## src/rtl/bmem_arbiter.sv

```systemverilog
// bmem_arbiter: I/D-cache line fill/writeback arbiter onto a single-outstanding burst memory port.
// resp pulses one cycle after the last beat; bmem_ready stalls requests/beats; BMEM_ARB_RR_EN selects round-robin over fixed D priority.
module bmem_arbiter #(
  parameter  int BURST_LEN = 4,
  parameter  int BEAT_W    = 64,
  localparam int LINE_W    = BURST_LEN * BEAT_W
) (
  input  logic              clk,
  input  logic              rst,
  input  logic [31:0]       i_addr,
  input  logic              i_read,
  output logic [LINE_W-1:0] i_rdata,
  output logic              i_resp,
  input  logic [31:0]       d_addr,
  input  logic              d_read,
  input  logic              d_write,
  input  logic [LINE_W-1:0] d_wdata,
  output logic [LINE_W-1:0] d_rdata,
  output logic              d_resp,
  output logic [31:0]       bmem_addr,
  output logic              bmem_read,
  output logic              bmem_write,
  output logic [BEAT_W-1:0] bmem_wdata,
  input  logic              bmem_ready,
  input  logic [BEAT_W-1:0] bmem_rdata,
  input  logic              bmem_rvalid
);

  localparam int CNT_W = (BURST_LEN > 1) ? $clog2(BURST_LEN) : 1;
  localparam logic [CNT_W-1:0] LAST_BEAT = CNT_W'(BURST_LEN - 1);

  localparam logic [2:0] IDLE     = 3'd0;
  localparam logic [2:0] RD_REQ   = 3'd1;
  localparam logic [2:0] RD_WAIT  = 3'd2;
  localparam logic [2:0] WR_BURST = 3'd3;
  localparam logic [2:0] DONE     = 3'd4;

  logic [2:0]        state;
  logic [CNT_W-1:0]  beat;
  logic [31:0]       addr_q;
  logic [LINE_W-1:0] wline_q;
  logic [LINE_W-1:0] i_line_q;
  logic [LINE_W-1:0] d_line_q;
  logic              gnt_d;

  logic              i_req;
  logic              d_req;
  logic              pick_d;
  logic              is_wr;
  logic [31:0]       req_addr;

  assign i_req = i_read;
  assign d_req = d_read | d_write;

`ifdef BMEM_ARB_RR_EN
  // ptr_d=1 means the D-cache wins the next simultaneous request.
  logic ptr_d;

  assign pick_d = d_req & (~i_req | ptr_d);

  always_ff @(posedge clk or negedge rst) begin
    if (!rst) begin
      ptr_d <= 1'b1;
    end else if (state == IDLE && (i_req || d_req)) begin
      ptr_d <= ~pick_d;
    end
  end
`else
  assign pick_d = d_req;
`endif

  // A simultaneous read+write from the D-cache is taken as a write.
  assign is_wr    = pick_d & d_write;
  assign req_addr = pick_d ? d_addr : i_addr;

  always_ff @(posedge clk or negedge rst) begin
    if (!rst) begin
      state   <= IDLE;
      beat    <= '0;
      addr_q  <= '0;
      wline_q <= '0;
      gnt_d   <= 1'b0;
    end else begin
      case (state)
        IDLE: begin
          if (i_req || d_req) begin
            gnt_d  <= pick_d;
            addr_q <= req_addr & ~32'h0000_001F;
            beat   <= '0;
            if (is_wr) begin
              wline_q <= d_wdata;
              state   <= WR_BURST;
            end else begin
              state   <= RD_REQ;
            end
          end
        end
        RD_REQ: begin
          if (bmem_ready) state <= RD_WAIT;
        end
        RD_WAIT: begin
          if (bmem_rvalid) begin
            if (beat == LAST_BEAT) begin
              beat  <= '0;
              state <= DONE;
            end else begin
              beat  <= beat + 1'b1;
            end
          end
        end
        WR_BURST: begin
          if (bmem_ready) begin
            if (beat == LAST_BEAT) begin
              beat  <= '0;
              state <= DONE;
            end else begin
              beat  <= beat + 1'b1;
            end
          end
        end
        DONE:    state <= IDLE;
        default: state <= IDLE;
      endcase
    end
  end

  // Return beats land directly in the granted client's line register.
  always_ff @(posedge clk or negedge rst) begin
    if (!rst) begin
      i_line_q <= '0;
      d_line_q <= '0;
    end else if (state == RD_WAIT && bmem_rvalid) begin
      if (gnt_d) d_line_q[BEAT_W*beat +: BEAT_W] <= bmem_rdata;
      else       i_line_q[BEAT_W*beat +: BEAT_W] <= bmem_rdata;
    end
  end

  assign bmem_read  = (state == RD_REQ);
  assign bmem_write = (state == WR_BURST);
  assign bmem_addr  = (bmem_read || bmem_write) ? addr_q : '0;
  assign bmem_wdata = bmem_write ? wline_q[BEAT_W*beat +: BEAT_W] : '0;

  assign i_resp  = (state == DONE) & ~gnt_d;
  assign d_resp  = (state == DONE) &  gnt_d;
  assign i_rdata = i_line_q;
  assign d_rdata = d_line_q;

endmodule

```

## config.mk

```make
export PLATFORM = sky130hd
export DESIGN_NAME = bmem_arbiter
export DESIGN_NICKNAME = d
export VERILOG_FILES = /design/src/rtl/bmem_arbiter.sv
export SDC_FILE = /design/constraint.sdc
export NUM_CORES = 1
export LEC_CHECK = 0
export BUFFER_PORTS_ARGS = -buffer_cell sky130_fd_sc_hd__buf_2
export CAP_MARGIN = 20
export CORE_AREA = 2 2 393 395
export DETAILED_ROUTE_END_ITERATION = 10
export DIE_AREA = 0 0 395 397
export GPL_TIMING_DRIVEN = 0
export PLACE_DENSITY = 0.44
export SYNTH_ARGS = -nofsm -noshare
export SYNTH_HDL_FRONTEND = slang
export SYNTH_SLANG_ARGS = --single-unit
export TNS_END_PERCENT = 1
```

## constraint.sdc

```tcl
create_clock -name clk -period 3.7 [get_ports clk]
set_clock_uncertainty 0.2 [all_clocks]
set_input_delay 1.11 -clock clk [delete_from_list [all_inputs] [get_ports clk]]
set_output_delay 1.11 -clock clk [all_outputs]
set_load 0.01 [all_outputs]
```

=== Word level (Yosys, flattened, before mapping) ===
Index checks and enable logic that the tools add are counted.

* Input bits: 391
* Bits in registers: 801
* Output and inout bits: 612
* Logic and storage cells: 54

* Equal/unequal tests: 9
* Shifts and indexed selects: 3
* Bitwise logic cells: 5
* Add/sub/neg operators: 2
* Reduce and logical (&&, ||, !) cells: 11
* Multiplexer cells: 17

{| class="wikitable"
|+ Operators by type and width
! operator !! number
|-
| bitwise mux 256 bit || 2
|-
| variable shift 64 x 34 -> 256 bit (first input constant) || 1
|-
| indexed part select 256 x 9 -> 64 bit || 1
|-
| indexed part select 64 x 34 -> 256 bit || 1
|-
| two-way mux 32 bit || 2
|-
| two-way mux 64 bit || 1
|-
| negation 8 -> 34 bit || 1
|-
| two-way mux 3 bit || 5
|-
| one-hot mux 3 bit (4 select lines) || 1
|-
| two-way mux 2 bit || 5
|-
| AND reduction 4 bit || 2
|-
| == test 3 x 2 -> 1 bit (second input constant) || 2
|-
| one-hot mux 2 bit (3 select lines) || 1
|-
| AND reduction 2 bit || 3
|-
| inequality test 2 x 1 -> 1 bit (second input constant) || 2
|-
| inequality test 2 bit (second input constant) || 2
|-
| bitwise AND 1 bit || 3
|-
| == test 3 x 1 -> 1 bit (second input constant) || 1
|-
| == test 3 bit (second input constant) || 1
|-
| logical NOT 3 bit || 1
|-
| AND reduction 3 bit || 1
|-
| nonzero test 3 bit || 1
|-
| adder 2 x 1 -> 2 bit (second input constant) || 1
|-
| == test 2 bit (second input constant) || 1
|-
| other kinds (4) || 5
|}

=== Longest topological paths before layout ===
Gate-level depths: netlist (run 1).

* Depth in word-level cells: 5
* Gate-level depth with buffers: 10
* Gate-level depth less buffers: 5

=== Worst setup path before layout (run 1) ===
Ideal clock, no wire load.

* Path kind: reg2out
* Start point: register beat[0]
* End point: output port bmem_wdata[56]
* Data arrival time: 1,821 ps
* Slack: 569 ps
* Cell stages (with the launch flop): 6
* Path buffers: 3
* Data required time: 2,390 ps
* Cells stage by stage: dfrtp_1 > buf_2 > buf_2 > buf_2 > mux4_2 > and3_1

* Word-level cells in the longest chain between the ends: 2

{| class="wikitable"
|+ Ends and longest elaborated chain
! element !! RTL line !! RTL
|-
| from (decl) || 39 || <nowiki>logic [CNT_W-1:0] beat;</nowiki>
|-
| from (signal assigned) || 107 || <nowiki>beat <= beat + 1'b1;</nowiki>
|-
| from (signal assigned) || 117 || <nowiki>beat <= beat + 1'b1;</nowiki>
|-
| indexed part select 256 x 9 -> 64 bit || 141 || <nowiki>assign bmem_wdata = bmem_write ? wline_q[BEAT_W*beat +: BEAT_W] : '0;</nowiki>
|-
| two-way mux 64 bit || 141 ||
|-
| to (decl) || 23 || <nowiki>output logic [BEAT_W-1:0] bmem_wdata,</nowiki>
|}

Every way passes these cells.

=== Final worst setup path (run 1) ===
* Start point: register beat[0]
* End point: output port bmem_wdata[15]

Same word-level chain as after synthesis.

==> results of run 1 <==
-- cell usage in the layout, fill, tap and decap left out, types with 12 or more instances in the layout --
cell	synthesis	final
sky130_fd_sc_hd__buf_2	45	1010
sky130_fd_sc_hd__dfrtp_1	801	800
sky130_fd_sc_hd__mux2_2	605	605
sky130_fd_sc_hd__and2_1	287	287
sky130_fd_sc_hd__mux2_1	104	104
sky130_fd_sc_hd__clkbuf_16	0	98
sky130_fd_sc_hd__mux4_2	64	64
sky130_fd_sc_hd__clkbuf_1	56	60
sky130_fd_sc_hd__mux2_4	60	60
sky130_fd_sc_hd__a21oi_1	54	54
sky130_fd_sc_hd__and3_1	65	48
sky130_fd_sc_hd__buf_6	24	39
sky130_fd_sc_hd__buf_4	30	38
sky130_fd_sc_hd__clkbuf_8	0	27
sky130_fd_sc_hd__mux2i_1	27	27
sky130_fd_sc_hd__diode_2	0	25
sky130_fd_sc_hd__and3_4	0	17
sky130_fd_sc_hd__clkinv_2	0	14
sky130_fd_sc_hd__buf_16	0	12
-- layer usage --
layer	wire, um	track usage, %	share of wire (%)
met1	56100	20.7	40
met2	66600	28.5	47
met3	13000	7.40	9.2
met4	4340	5.94	3.1
met5	365	0	0.26
-- how the worst min path moves through the flow --
stage	slack, ns	cells after the start	end	from
after global routing	0.13	1	wline_q[161]	rst
after global placement	0.26	1	wline_q[153]	wline_q[153]
final	0.16	1	wline_q[161]	rst
after CTS	0.1	1	wline_q[161]	rst
after floorplan	0.25	1	wline_q[128]	wline_q[128]
after detailed placement	0.27	1	wline_q[153]	wline_q[153]
-- cell type report --
class / instances / share of cell area (%)
multi-input combinational: 1310 / 29.5
clock buffer: 140 / 6.05
antenna: 25 / 0.136
clock inverter: 26 / 0.675
inverter: 5 / 0.0408
buffer: 159 / 2.50
timing repair buffer: 1007 / 11.9
tap: 2044 / 5.57
sequential: 801 / 43.6
-- kinds of logic (layout without fill, tap and decap cells) --
kind of cell | count (synthesis) | after routing | share of synthesized area [%]
AND/OR/NAND/NOR | 377 | 377 | 7.05
flip-flops | 801 | 801 | 58.2
AO/OA/AOI/OAI | 62 | 62 | 0.966
multiplexers | 860 | 860 | 30.8
other | 1 | 30 | 0.0109
adder cells (fa/ha/maj) | 6 | 6 | 0.218
buffers and inverters | 164 | 1337 | 2.80
-- report_power, final --
group | internal (W) | switching, W
Combinational | 0.00719 | 0.00760
Sequential | 0.0122 | 0.00175
Clock | 0.00542 | 0.00401
Total | 0.0248 | 0.0134
-- flip-flops by register name, summed over array words and instances (netlist names) --
name     count
d_rdata    256
i_rdata    256
wline_q    256
addr_q      27
state        3
beat         2
gnt_d        1
-- critical path, cell delays in order, from the launching register on --
cell                      delay (ns)
sky130_fd_sc_hd__dfrtp_1        0.39
sky130_fd_sc_hd__buf_12         0.18
sky130_fd_sc_hd__buf_8          0.19
sky130_fd_sc_hd__mux4_2         0.52
sky130_fd_sc_hd__and3_1         0.23
sky130_fd_sc_hd__buf_2          0.16
-- repair_timing --
action	in CTS	in global routing
gates cloned	0	1
resized for setup	99	15
setup buffers	7	0
setup endpoints to repair	607	179
pin swaps	2	3
-- through the flow --
stage / util [%] / setup WS, ns
2_1_floorplan: - / 0.569
3_3_place_gp: 27.4 / -17.89
3_5_place_dp: 27.7 / -1.06
4_1_cts: 29.9 / -0.0952
5_1_grt: 30.0 / -0.129
6_report: 30.0 / 0.0229
==> results.yml, run 1 <==
critical_path:
  worst-path-max-fanout: 10
  crit_type: "reg -> out"
  reg2reg_to: "d_rdata[23]"
  crit_path_end_kind: "output pin"
  cp_data_required_time_ns: 2.39
  startpoint: "beat[0]"
  r2r_cells: 11
  timing.rr.start: "beat[0]"
  ff2ff_setup_slack_ns: 0.23
  worst_setup_path_start_kind: "flip-flop"
  worst_ep_arrival_time_ns: 2.37
  timing.critical_path.to: "bmem_wdata[15]"
cts:
  cts_tree: "done"
  clock_tree.htree_level_count: 3
  cts.clk_slew.worst_paths_ns: 0.05
  clockRootBuffer: "sky130_fd_sc_hd__clkbuf_16"
  ctsHoldBuffers: 0
  clock_latency_ns: 0.72
  clockBufferDepth: 3
  cts_made_buffers: 96
  clock-sinks: 801
synthesis:
  yosys_register_bits: 801
  leading_post_synthesis_cells_by_instance_count: "801 x sky130_fd_sc_hd__dfrtp_1, 605 x sky130_fd_sc_hd__mux2_2, 287 x sky130_fd_sc_hd__and2_1, 104 x sky130_fd_sc_hd__mux2_1, 65 x sky130_fd_sc_hd__and3_1"
  synth-main-ff-cell: "sky130_fd_sc_hd__dfrtp_1"
  yosysWarnings: 0
  async_flop_share_pct: 100
  yosysSeqAreaShare_pct: 58.2
  post-synth-top-count-cell: "sky130_fd_sc_hd__dfrtp_1"
  post-synth-top-area-fraction_pct: 58.2
  netlist_instances: 2271
  synth-edff-count: 0
  yosys.cell_types.count: 38
  syn-cell-area_um2: 34400
  average_cell_area_after_synthesis_um2: 15.2
  synth_largest_area_cell: "sky130_fd_sc_hd__dfrtp_1"
  synthTopCellsByArea: "sky130_fd_sc_hd__dfrtp_1 58%, sky130_fd_sc_hd__mux2_2 20%, sky130_fd_sc_hd__and2_1 5.2%"
grt:
  grt_pass1_wl_mm: 196
  maximum_number_of_pins_on_one_net_before_global_route_repair: 112
  via_count_of_the_first_global_routing_pass: 24900
  globalRouteOverflowTotal: 0
  globalRouteTotalUtil_pct: 17.5
  antenna_found_initial: 65
route:
  drt_pass1_iterations: 5
  wl_cell_um: 25.4
  final_antenna_net_count: 0
  routed_via_density: 4.25
  route.vias.total: 23500
  drt_first_iter_violations: 998
  drt-total-wl_mm: 140
  drt_drc_violations_left: 0
timing:
  hold_viol_final: 0
  timing.final.crit_period_ns: 3.68
  grt_setup_unrepaired: "yes"
  max_clock_freq_mhz: 272
  fin_crit_sh_pct: 99.4
  tns_ns: 0
  worst_hold_slack_ns: 0.159
  max_slew.worst_pin.slew_ns: 0.851
  slew-limit-headroom_pct: 43.2
  setup_viol_count_final: 0
  report.final.slew_viol_count: 0
final_layout:
  area.growth.synth_to_final_pct: 33.4
  layoutNonFillerInstCount: 5517
  nNetsFinal: 3777
  multi_input_area_um2: 13600
  fillers: 15800
  share_of_layout_cells_above_drive_strength_1_pct: 58.8
  final_cell_area_um2: 46000
  sequential_cell_area_um2: 20000
placement:
  dp_cell_count: 5318
  place_area_um2: 42300
  routabilityCongestion: 0.782
  placement.io_buffers: 987
  post-dp-hpwl_mm: 107
floorplanning:
  die_ht_um: 397
  die_width_um: 395
  die_area_um2: 157000
  std_cell_rows: 144
  core_region_area_um2: 153000
  floorplan.initialDensity_pct: 22.5
  floorplan.io_pins: 1003
power:
  ir_worst_vdd_mv: 0.396
  power.total_w: 0.0381
  power_density_nw_per_um2: 830
  leakage_power_summed_over_all_cells_nw: 23.8
flow_run:
  max_cap_violations: 0
run_status:
  result_of_the_run: "complete, no violations"
min_path:
  hold_path.class: "in -> async"
Power figures use the tool's default switching activity.
==> inputs of run 2 (changes only) <==
--- a/config.mk
+++ b/config.mk
@@ -7,11 +7,12 @@
 export LEC_CHECK = 0
 export BUFFER_PORTS_ARGS = -buffer_cell sky130_fd_sc_hd__buf_2
 export CAP_MARGIN = 20
-export CORE_AREA = 2 2 393 395
+export CORE_AREA = 2 2 386 388
+export CTS_BUF_LIST = sky130_fd_sc_hd__clkbuf_4 sky130_fd_sc_hd__clkbuf_8
 export DETAILED_ROUTE_END_ITERATION = 10
-export DIE_AREA = 0 0 395 397
+export DIE_AREA = 0 0 388 390
 export GPL_TIMING_DRIVEN = 0
-export PLACE_DENSITY = 0.44
+export PLACE_DENSITY = 0.45
 export SYNTH_ARGS = -nofsm -noshare
 export SYNTH_HDL_FRONTEND = slang
 export SYNTH_SLANG_ARGS = --single-unit
==> results.yml, run 2 (synthesis gave the netlist of run 1 again) <==
run_status:
  result_of_the_run: "finished, violations left"
  violations: "setup timing"
final_layout:
  fillers: 15300
  share_of_layout_cells_above_drive_strength_1_pct: 60.5
  nNetsFinal: 3836
  leading_cell_type_in_the_layout_fill_and_taps_excluded: "sky130_fd_sc_hd__buf_2"
  commonest_cells_after_routing_fill_and_taps_aside: "1006 x sky130_fd_sc_hd__buf_2, 800 x sky130_fd_sc_hd__dfrtp_1, 605 x sky130_fd_sc_hd__mux2_2, 287 x sky130_fd_sc_hd__and2_1, 178 x sky130_fd_sc_hd__clkbuf_8"
  area.growth.synth_to_final_pct: 33.2
placement:
  post-dp-hpwl_mm: 104
  routabilityCongestion: 0.799
  placement.io_buffers: 987
floorplanning:
  core_region_area_um2: 147000
  die_width_um: 388
  floorplan.io_pins: 1003
  die_ht_um: 390
  die_area_um2: 151000
  floorplan.initialDensity_pct: 23.4
  std_cell_rows: 141
route:
  drt_first_iter_violations: 946
  drt_drc_violations_left: 0
  drt-total-wl_mm: 138
  wl_cell_um: 25.1
  routed_via_density: 4.31
  route.vias.total: 23700
  final_antenna_net_count: 0
  drt_pass1_iterations: 4
power:
  share_clk_of_total_power_pct: 24.3
  power_density_nw_per_um2: 827
  seqPwrFrac_pct: 36.8
  netSwitchingPower_w: 0.0134
  switching_share_pct: 35.4
  power.total_w: 0.0379
  ir_worst_vdd_mv: 0.341
  cell_internal_power_w: 0.0245
  comb_power_share_pct: 38.9
  leakage_power_summed_over_all_cells_nw: 23.9
cts:
  clock_tree.htree_level_count: 4
  clockRootBuffer: "sky130_fd_sc_hd__clkbuf_8"
  cts.clk_slew.worst_paths_ns: 0.06
  clock_latency_ns: 0.85
  clock-sinks: 801
  clockBufferDepth: 3
  cts_made_buffers: 153
  cts_tree: "done"
timing:
  worst_hold_slack_ns: 0.232
  grt_setup_unrepaired: "yes"
  postLayoutSetupSlackWorst_ns: -0.150
  report.final.slew_viol_count: 0
  max_clock_freq_mhz: 260
  hold_viol_final: 0
  timing.final.crit_period_ns: 3.85
  max_slew.worst_pin.slew_ns: 0.918
  fin_crit_sh_pct: 104
  tns_ns: -3.89
  setup_viol_count_final: 63
  slew-limit-headroom_pct: 38.6
critical_path:
  worst-path-max-fanout: 8
  cpMostUsedCell: "sky130_fd_sc_hd__buf_12"
  slowest_delay_ns: 0.50
  cp_data_required_time_ns: 2.39
  crit_type: "reg -> out"
  critical_path.cell_chain: "buf_12, buf_12, buf_12, mux4_2, and3_4, buf_6"
  worst_ep_arrival_time_ns: 2.54
  slowest_stage: "sky130_fd_sc_hd__mux4_2"
  crit_path_end_kind: "output pin"
  worst_setup_path_start_kind: "flip-flop"
grt:
  antenna_found_initial: 69
  grt_pass1_wl_mm: 194
  via_count_of_the_first_global_routing_pass: 25300
  globalRouteTotalUtil_pct: 17.9
  maximum_number_of_pins_on_one_net_before_global_route_repair: 110
  globalRouteOverflowTotal: 0
flow_run:
  max_cap_violations: 0
min_path:
  hold_path.class: "in -> async"
## run 2: metal layers
metal / up-vias / global-route usage (%) / wire (um)
met5: - / 0 / 339
met4: 54 / 6.17 / 3960
met3: 257 / 7.04 / 12400
met2: 916 / 29.5 / 66100
met1: 12000 / 21.1 / 54900
li1: 10400 / - / -
## run 2: through the flow
stage,std cells,setup slack (ns),cell area [um2],util [%]
after floorplan,2275,0.569,34500,-
after global placement,5192,-17.95,41800,28.4
after detailed placement,5203,-0.982,42100,28.6
after CTS,5468,-0.287,45800,31.1
after global routing,5480,-0.296,45900,31.2
final,5492,-0.150,45900,31.2
## run 2: area by class of cell
| class | instances | area, um2 | area share (%) |
|---|---|---|---|
| diodes | 24 | 60.1 | 0.131 |
| plain buffers | 158 | 1150 | 2.51 |
| clock buffers | 230 | 2820 | 6.15 |
| clock inverters | 24 | 325 | 0.709 |
| inverters | 5 | 18.8 | 0.0409 |
| multi-input cells | 1310 | 13600 | 29.6 |
| flip-flops and latches | 801 | 20000 | 43.7 |
| well taps | 1930 | 2410 | 5.26 |
| repair buffers | 1010 | 5480 | 11.9 |
## run 2: what timing repair did
action                                  in CTS  in global routing
cloned                                       1                  0
endpoints found under the hold margin        5                  0
setup buffers                                8                  0
endpoints found under the setup margin     607                174
hold buffers                                 3                  0
pin swaps                                    4                  0
gates resized for setup                    116                 10
## run 2: path summary, 6_finish.rpt
path | end | slack [ns] | depth (start not counted) | startpoint
worst max-delay path | bmem_wdata[59] | -0.15 | 6 | beat[0]
worst min-delay path | i_rdata[35] | 0.23 | 2 | rst
worst max register to register | i_rdata[27] | 0.30 | 11 | beat[0]
worst min register to register | i_rdata[14] | 0.28 | 1 | i_rdata[14]
max in group asynchronous | wline_q[234] | 0.49 | 6 | rst
min in group clk | wline_q[144] | 0.27 | 2 | d_wdata[144]
## run 2: critical path: cells and delay by family (launching register included)
kind	cells	cell delay (ns)
buffers and inverters	4	0.58
muxes	1	0.50
DFF	1	0.38
and+or+nand+nor	1	0.24
## run 2: power by group through the flow
stage / clock network, W / registers, W / logic, W
2_1_floorplan: 0 / 0.0145 / 0.00727
3_3_place_gp: 0 / 0.0140 / 0.0143
3_5_place_dp: 0 / 0.0141 / 0.0145
4_1_cts: 0.00953 / 0.0140 / 0.0151
5_1_grt: 0.00994 / 0.0144 / 0.0159
6_report: 0.00921 / 0.0139 / 0.0148
==> inputs of run 3 (changes only) <==
==> config.mk (replaced) <==
export PLATFORM = sky130hd
export DESIGN_NAME = bmem_arbiter
export DESIGN_NICKNAME = d
export VERILOG_FILES = /design/src/rtl/bmem_arbiter.sv
export SDC_FILE = /design/constraint.sdc
export NUM_CORES = 1
export LEC_CHECK = 0
export CAP_MARGIN = 20
export CORE_AREA = 2 2 388 390
export CTS_BUF_LIST = sky130_fd_sc_hd__clkbuf_4 sky130_fd_sc_hd__clkbuf_8
export DETAILED_ROUTE_END_ITERATION = 10
export DIE_AREA = 0 0 390 392
export DONT_BUFFER_PORTS = 1
export GPL_TIMING_DRIVEN = 0
export PLACE_DENSITY = 0.39
export SETUP_SLACK_MARGIN = 0.1
export SKIP_CTS_REPAIR_TIMING = 1
export SYNTH_ARGS = -nofsm -noshare
export SYNTH_HDL_FRONTEND = slang
export SYNTH_SLANG_ARGS = --single-unit
export TNS_END_PERCENT = 1
==> results.yml, run 3 (synthesis gave the netlist of run 1 again) <==
floorplanning:
  core_region_area_um2: 149000
  floorplan.io_pins: 1003
  die_width_um: 390
  floorplan.initialDensity_pct: 23.1
  die_area_um2: 153000
  die_ht_um: 392
  std_cell_rows: 142
final_layout:
  fillers: 15200
  nNetsFinal: 2846
  commonest_cells_after_routing_fill_and_taps_aside: "799 x sky130_fd_sc_hd__dfrtp_1, 605 x sky130_fd_sc_hd__mux2_2, 281 x sky130_fd_sc_hd__and2_1, 191 x sky130_fd_sc_hd__clkbuf_8, 104 x sky130_fd_sc_hd__mux2_1"
  share_of_layout_cells_above_drive_strength_1_pct: 46.1
  final_cell_area_um2: 41100
  area.growth.synth_to_final_pct: 19.3
  leading_cell_type_in_the_layout_fill_and_taps_excluded: "sky130_fd_sc_hd__dfrtp_1"
  multi_input_area_um2: 13600
  layoutNonFillerInstCount: 4544
  sequential_cell_area_um2: 20000
timing:
  timing.final.crit_period_ns: 3.81
  setup_viol_count_final: 55
  postLayoutSetupSlackWorst_ns: -0.108
  grt_setup_unrepaired: "yes"
  report.final.slew_viol_count: 0
  hold_viol_final: 143
  max_clock_freq_mhz: 263
  fin_crit_sh_pct: 103
  max_slew.worst_pin.slew_ns: 0.998
  worst_hold_slack_ns: -0.238
  slew-limit-headroom_pct: 33.5
grt:
  maximum_number_of_pins_on_one_net_before_global_route_repair: 802
  grt_pass1_wl_mm: 190
  via_count_of_the_first_global_routing_pass: 22400
  globalRouteOverflowTotal: 0
  antenna_found_initial: 91
  globalRouteTotalUtil_pct: 17.9
placement:
  dp_cell_count: 4225
  place_area_um2: 37000
  post-dp-hpwl_mm: 107
  placement.io_buffers: 0
  post-place-ws_ns: -1.45
  routabilityCongestion: 0.834
cts:
  clock_latency_ns: 0.85
  clockBufferDepth: 3
  cts_tree: "done"
  clockRootBuffer: "sky130_fd_sc_hd__clkbuf_8"
  clock-sinks: 801
  cts_made_buffers: 153
  cts.clk_slew.worst_paths_ns: 0.06
  clock_tree.htree_level_count: 4
critical_path:
  worst_setup_path_start_kind: "flip-flop"
  crit_type: "reg -> out"
  r2r_cells: 11
  timing.critical_path.max_delay_family: "multiplexers"
  timing.rr.start: "beat[0]"
  worst-path-max-fanout: 8
  crit_path_end_kind: "output pin"
  ff2ff_setup_slack_ns: 0.33
  slowest_delay_ns: 0.50
  critical_path.cell_chain: "buf_12, buf_16, buf_4, mux4_2, and3_1"
  critical_path_buf_inv_count: 3
  cp_data_required_time_ns: 2.39
  slowest_stage: "sky130_fd_sc_hd__mux4_2"
  reg2reg_to: "i_rdata[243]"
  worst_ep_arrival_time_ns: 2.50
flow_run:
  max_cap_violations: 0
power:
  power.total_w: 0.0364
  ir_worst_vdd_mv: 0.333
  power_density_nw_per_um2: 887
  leakage_power_summed_over_all_cells_nw: 19.3
run_status:
  result_of_the_run: "finished, violations left"
  violations: "hold timing, setup timing"
route:
  drt_first_iter_violations: 720
  drt-total-wl_mm: 141
  drt_pass1_iterations: 5
  routed_via_density: 4.54
  final_antenna_net_count: 0
  route.vias.total: 20600
  drt_drc_violations_left: 0
  wl_cell_um: 31.0
min_path:
  hold_path.class: "in -> async"
## run 3: changes by cell type in the layout (fill, tap and decap cells not counted), sizes merged, moves of 2 or more
cell / previous run / this run
clkinvlp: 3 / 5
diode: 24 / 33
dlygate4sd3: 2 / 0
bufinv: 3 / 6
clkbuf: 283 / 292
buf: 1112 / 129
## run 3: worst max-delay path by stage
stage,endpoint,from,depth (start not counted)
4_1_cts,bmem_wdata[48],state[1],5
6_report,bmem_wdata[2],beat[0],5
3_5_place_dp,i_rdata[102],beat[1],10
2_1_floorplan,bmem_wdata[56],beat[0],5
3_3_place_gp,d_rdata[190],beat[1],8
5_1_grt,bmem_wdata[2],beat[0],5
## run 3: per-stage QoR
| stage | utilization, % | TNS (ns) | hold WS, ns |
|---|---|---|---|
| floorplan | - | 0 | 0.252 |
| global placement | 24.8 | -948.14 | 0.263 |
| detailed placement | 24.9 | -553.69 | 0.274 |
| CTS | 27.2 | -639.67 | -0.344 |
| global route | 27.6 | -13.64 | -0.376 |
| finish | 27.6 | -2.40 | -0.238 |
## run 3: metal layers
layer | share of wire (%) | wire [um] | global-route usage [%] | up-vias
li1 | - | - | - | 8471
met5 | 0.33 | 465 | 0 | -
met4 | 2.8 | 3900 | 5.45 | 70
met3 | 12 | 17400 | 9.71 | 283
met2 | 49 | 68600 | 30.0 | 1013
met1 | 36 | 50700 | 19.4 | 10800
## run 3: power breakdown
part	internal, W	switching, W	leakage, nW
Combinational	0.00544	0.00498	6.98
Clock	0.00566	0.00418	1.81
Sequential	0.0122	0.00403	10.5
Total	0.0233	0.0132	19.3
## run 3: worst reg2reg max path, cell delays in order (launching register included)
cell and delay (ns):
sky130_fd_sc_hd__dfrtp_2 0.41, sky130_fd_sc_hd__buf_12 0.18, sky130_fd_sc_hd__buf_16 0.16, sky130_fd_sc_hd__buf_16 0.16
sky130_fd_sc_hd__buf_4 0.14, sky130_fd_sc_hd__inv_1 0.09, sky130_fd_sc_hd__ha_1 0.30, sky130_fd_sc_hd__nor3b_4 0.67
sky130_fd_sc_hd__buf_16 0.22, sky130_fd_sc_hd__clkbuf_1 0.35, sky130_fd_sc_hd__and2_1 0.29, sky130_fd_sc_hd__mux2_2 0.18
## run 3: layout make-up
type,count,area share [%]
diodes,33,0.201
plain buffers,159,2.80
clock buffers,243,7.35
clock inverters,30,1.06
inverters,5,0.0457
multi-input cells,1310,33.1
flip-flops and latches,801,48.8
well taps,1944,5.92
repair buffers,19,0.774
